===== config.mk =====
export PLATFORM = sky130hd
export DESIGN_NAME = mem_arbiter
export DESIGN_NICKNAME = d
export VERILOG_FILES = /design/src/rtl/mem_arbiter.sv
export SDC_FILE = /design/constraint.sdc
export NUM_CORES = 1
export LEC_CHECK = 0
export CAP_MARGIN = 20
export CORE_AREA = 2 2 108 110
export CTS_CLUSTER_DIAMETER = 100
export DETAILED_ROUTE_END_ITERATION = 16
export DIE_AREA = 0 0 110 112
export PLACE_DENSITY_LB_ADDON = 0.1
export SYNTH_ARGS = -nofsm -noshare
export SYNTH_HDL_FRONTEND = slang
export SYNTH_SLANG_ARGS = --single-unit

===== constraint.sdc =====
create_clock -name i_clk -period 1.56 [get_ports i_clk]
set_input_delay 0.234 -clock i_clk [delete_from_list [all_inputs] [get_ports i_clk]]
set_output_delay 0.234 -clock i_clk [all_outputs]
set_load 0.03 [all_outputs]

===== src/rtl/mem_arbiter.sv =====
// mem_arbiter: arbitrates an instruction-fetch port and a data port onto one
// shared single-cycle memory, and routes each read response back to its owner.
//
// Handshake: a requester holds i_ireq/i_dreq high with its command; the
// command is accepted in any cycle where the matching o_igrant/o_dgrant is
// high (grants are combinational from the requests). At most one grant per
// cycle. A granted read returns exactly one cycle later, flagged by
// o_irvalid/o_drvalid, with data taken straight from i_mrdata.
//
// Ports:
//   i_clk, i_rstn                 clock, async active-low reset
//   i_ireq, i_iaddr               instruction fetch request (read-only)
//   o_igrant, o_irvalid, o_irdata instruction grant / response
//   i_dreq, i_dwe, i_daddr,
//   i_dwdata, i_dbe               data request (read or write)
//   o_dgrant, o_drvalid, o_drdata data grant / response
//   o_maddr, o_mwdata, o_mbe,
//   o_mren, o_mwen, i_mrdata      shared memory command / read data
//   o_dbg_state, o_dbg_streak     response-owner FSM state and streak counter
//                                 (state encoding: IDLE=0, INST=1, DATA=2)
module mem_arbiter #(
  parameter int ADDR_WIDTH = 32,
  parameter int DATA_WIDTH = 32,
  parameter int MAX_STREAK = 4,
  localparam int STREAK_W  = (MAX_STREAK < 1) ? 1 : $clog2(MAX_STREAK + 1)
) (
  input  logic                    i_clk,
  input  logic                    i_rstn,
  input  logic                    i_ireq,
  input  logic [ADDR_WIDTH-1:0]   i_iaddr,
  output logic                    o_igrant,
  output logic                    o_irvalid,
  output logic [DATA_WIDTH-1:0]   o_irdata,
  input  logic                    i_dreq,
  input  logic                    i_dwe,
  input  logic [ADDR_WIDTH-1:0]   i_daddr,
  input  logic [DATA_WIDTH-1:0]   i_dwdata,
  input  logic [DATA_WIDTH/8-1:0] i_dbe,
  output logic                    o_dgrant,
  output logic                    o_drvalid,
  output logic [DATA_WIDTH-1:0]   o_drdata,
  output logic [ADDR_WIDTH-1:0]   o_maddr,
  output logic [DATA_WIDTH-1:0]   o_mwdata,
  output logic [DATA_WIDTH/8-1:0] o_mbe,
  output logic                    o_mren,
  output logic                    o_mwen,
  input  logic [DATA_WIDTH-1:0]   i_mrdata,
  output logic [1:0]              o_dbg_state,
  output logic [STREAK_W-1:0]     o_dbg_streak
);

  typedef enum logic [1:0] {
    IDLE = 2'd0,
    INST = 2'd1,
    DATA = 2'd2
  } state_t;

  localparam logic [STREAK_W-1:0] STREAK_MAX = STREAK_W'(MAX_STREAK);

  state_t              state_q, state_d;
  logic [STREAK_W-1:0] streak_q, streak_d;
  logic                streak_full;

  // Data wins contention until it has starved a waiting fetch MAX_STREAK times.
  assign streak_full = (streak_q == STREAK_MAX);
  assign o_igrant    = i_ireq & (~i_dreq | streak_full);
  assign o_dgrant    = i_dreq & ~o_igrant;

  always_comb begin
    o_maddr  = '0;
    o_mwdata = '0;
    o_mbe    = '0;
    o_mren   = 1'b0;
    o_mwen   = 1'b0;
    if (o_igrant) begin
      o_maddr = i_iaddr;
      o_mbe   = '1;
      o_mren  = 1'b1;
    end else if (o_dgrant) begin
      o_maddr  = i_daddr;
      o_mwdata = i_dwdata;
      o_mbe    = i_dbe;
      o_mren   = ~i_dwe;
      o_mwen   = i_dwe;
    end
  end

  // The streak only measures starvation of a fetch that is actually waiting.
  always_comb begin
    streak_d = streak_q;
    if (!i_ireq || o_igrant) begin
      streak_d = '0;
    end else if (o_dgrant && !streak_full) begin
      streak_d = streak_q + 1'b1;
    end
  end

  // Writes complete in the grant cycle, so only reads leave a response owner.
  always_comb begin
    state_d = IDLE;
    if (o_igrant) begin
      state_d = INST;
    end else if (o_dgrant && !i_dwe) begin
      state_d = DATA;
    end
  end

  always_ff @(posedge i_clk or negedge i_rstn) begin
    if (!i_rstn) begin
      state_q  <= IDLE;
      streak_q <= '0;
    end else begin
      state_q  <= state_d;
      streak_q <= streak_d;
    end
  end

  // Decoded straight from the state register so reset clears them at once.
  assign o_irvalid    = (state_q == INST);
  assign o_drvalid    = (state_q == DATA);
  assign o_irdata     = o_irvalid ? i_mrdata : '0;
  assign o_drdata     = o_drvalid ? i_mrdata : '0;
  assign o_dbg_state  = state_q;
  assign o_dbg_streak = streak_q;

endmodule


==> reports/metrics.cfg <==
[placement]
place.detailed.hpwl_um = 8220
gp_congestion = 0.778
dp.cells = 669
io_buffers = 279

[worst_setup_path]
setup.worst_path.start_class = register
reg2reg_from = o_dbg_streak[1]
r2r_slack_ns = 0.27
worstPathRequired_ns = 1.33
ff2ff_path_depth = 5
r2r-end = o_dbg_state[1]
crit_arrival_ns = 1.57
path_class = reg -> out
cp_max_fo = 6
cp-end-kind = primary output

[clock_network]
insertion_delay_ns = 0.22
postCtsHoldBufs = 0
cts_root_buffer = clkbuf_16
cts_tree = done
htreeDepth = 1
numCtsBuffers = 3
clockBufferDepth = 2
clock-sinks = 5
clk_pin_slew_ns = 0.03

[floorplan]
rows = 39
dieArea_mm2 = 0.0123
coreArea_mm2 = 0.0112
ios = 280
fp.dieW_um = 110
die_h_um = 112
initial_core_util = 0.136

[drt]
post-route-drc-count = 0
ant_nets = 0
dr.pass1.iters = 4
viasPerCell = 4.30
dr_total_vias = 2984
wl_per_cell_um = 16.4
drtIter0Drc = 90
drt-total-wl_um = 11400

[cells_and_area]
final_cell_mix = clkdlybuf4s50_1 (134), buf_6 (101), nand2_1 (69)
fin_nets = 691
layout_commonest_cell = clkdlybuf4s50_1
final_cells = 694
diodes = 0
synthToLayoutAreaGrowth_pct = 293
fin_util = 0.534
drive_above_1_share = 0.592

[timing]
grt_setup_unrepaired = yes
hold_ws_ns = 0.241
setup_tns_ns = -22.05
fin_crit_sh = 1.15
finalCriticalPeriod_ns = 1.80
fmax_mhz = 555
timing.slew.headroom = 0.745
tightest_slew_ns = 0.383
skew_ns = 0.00164
fin_ws_ns = -0.241
setup_viol = 137
hold_viol = 0
drv_slew = 0

[grt]
antenna_found_initial = 0
grt_pass1_vias = 2847
grt_pass1_wl_um = 14600
grt_remaining_overflow = 0
grtUsageTotal = 0.151
grt_max_degree = 48

[status]
status = complete, but fails checks
violations = negative setup slack

[min_path]
worstHoldPathType = in -> async

[yosys]
async_reset_ff_frac = 1.00
ys_ff_latch = 5
postSynthAreaPerCell_um2 = 5.92
synth_edf_count = 0
syn-num-nets = 396
syn_area_mm2 = 0.00152
yosys_warnings = 0
syn_inst = 257
ys.flop_type = dfrtp_1
synth_seq_area_share = 0.0822
ys_types = 21

[pwr]
power-per-cell-area_mw_per_mm2 = 409
p_leak_nw = 2.65
ir_drop_v = 0.000392

[job]
drv_cap = 0

==> cell usage after synthesis, drive strengths merged, types with 4 or more instances <==
cell	instances	area (um^2)
nand2	69	259
and2	64	400
and3	34	213
o22ai	33	206
clkbuf	17	63.8
buf	12	109
dfrtp	5	125
inv	5	18.8
o21ai	4	20.0
==> cells by family (layout without fill, tap and decap cells) <==
group | after synthesis | in the layout | share of synthesized area
and+or+nand+nor | 175 | 175 | 0.606
AOI/OAI and AO/OA | 41 | 41 | 0.169
buffers and inverters | 34 | 328 | 0.126
DFF | 5 | 5 | 0.0822
adders and majority gates | 2 | 2 | 0.0164
==> routing by layer <==
metal  wire length (um)  vias to the layer above  part of all wire  track usage
met3               1160                       17              0.10       0.0504
met4                223                        0             0.020       0.0388
li1                   -                     1450                 -            -
met1               3720                     1355              0.33        0.149
met2               6260                      162              0.55        0.294
met5                  0                        -                 0            0
==> power by group <==
group / internal [mW] / leakage (nW) / switching, mW / total (mW)
Clock: 0.338 / 0.0382 / 0.0773 / 0.415
Combinational: 1.02 / 2.55 / 0.861 / 1.88
Sequential: 0.136 / 0.0636 / 0.00465 / 0.141
==> area by class of cell <==
type / instances / area [um^2]
clock buffer: 4 / 78.8
fill: 1000 / 5200
inverter: 5 / 18.8
multi-input combinational: 218 / 1960
sequential: 5 / 128
tap: 143 / 179
timing repair buffer: 319 / 3610
==> worst max-delay path, stage by stage (launching register included) <==
cell and delay [ns]:
dfrtp_2 0.40, inv_2 0.07, ha_4 0.17, a21boi_4 0.08
buf_6 0.15, clkbuf_16 0.17, o22ai_4 0.17, buf_12 0.14
==> worst max-delay path by stage <==
stage / startpoint / end / slack, ns / cells past startpoint
finish: o_dbg_streak[1] / o_maddr[1] / -0.24 / 7
global route: o_dbg_streak[1] / o_maddr[28] / -0.30 / 7
CTS: o_dbg_streak[0] / o_maddr[3] / -0.25 / 7
detailed placement: i_ireq / o_maddr[0] / -0.31 / 5
global placement: i_ireq / o_mbe[2] / -0.27 / 6
floorplan: o_dbg_streak[1] / o_maddr[16] / -0.05 / 6
==> through the flow <==
stage	worst slack [ns]	area, um^2	total power, mW
after CTS	-0.253	5290	2.26
after global placement	-0.267	5000	1.75
after detailed placement	-0.306	5000	1.76
final	-0.241	5970	2.44
after floorplan	-0.0521	2140	0.967
after global routing	-0.303	5970	2.56
==> flip-flops by register name, indices dropped and copies added, names as in the netlist <==
register / cells
o_dbg_streak: 3
o_dbg_state: 2
==> repair_timing <==
| action | 4_1_cts | 5_1_grt |
|---|---|---|
| buffers inserted | 3 | 8 |
| resized for setup | 48 | 135 |
| gates cloned | 1 | 10 |
| setup endpoints to repair | 83 | 137 |
| pin swaps | 8 | 58 |
(Power assumes the default switching activity.)
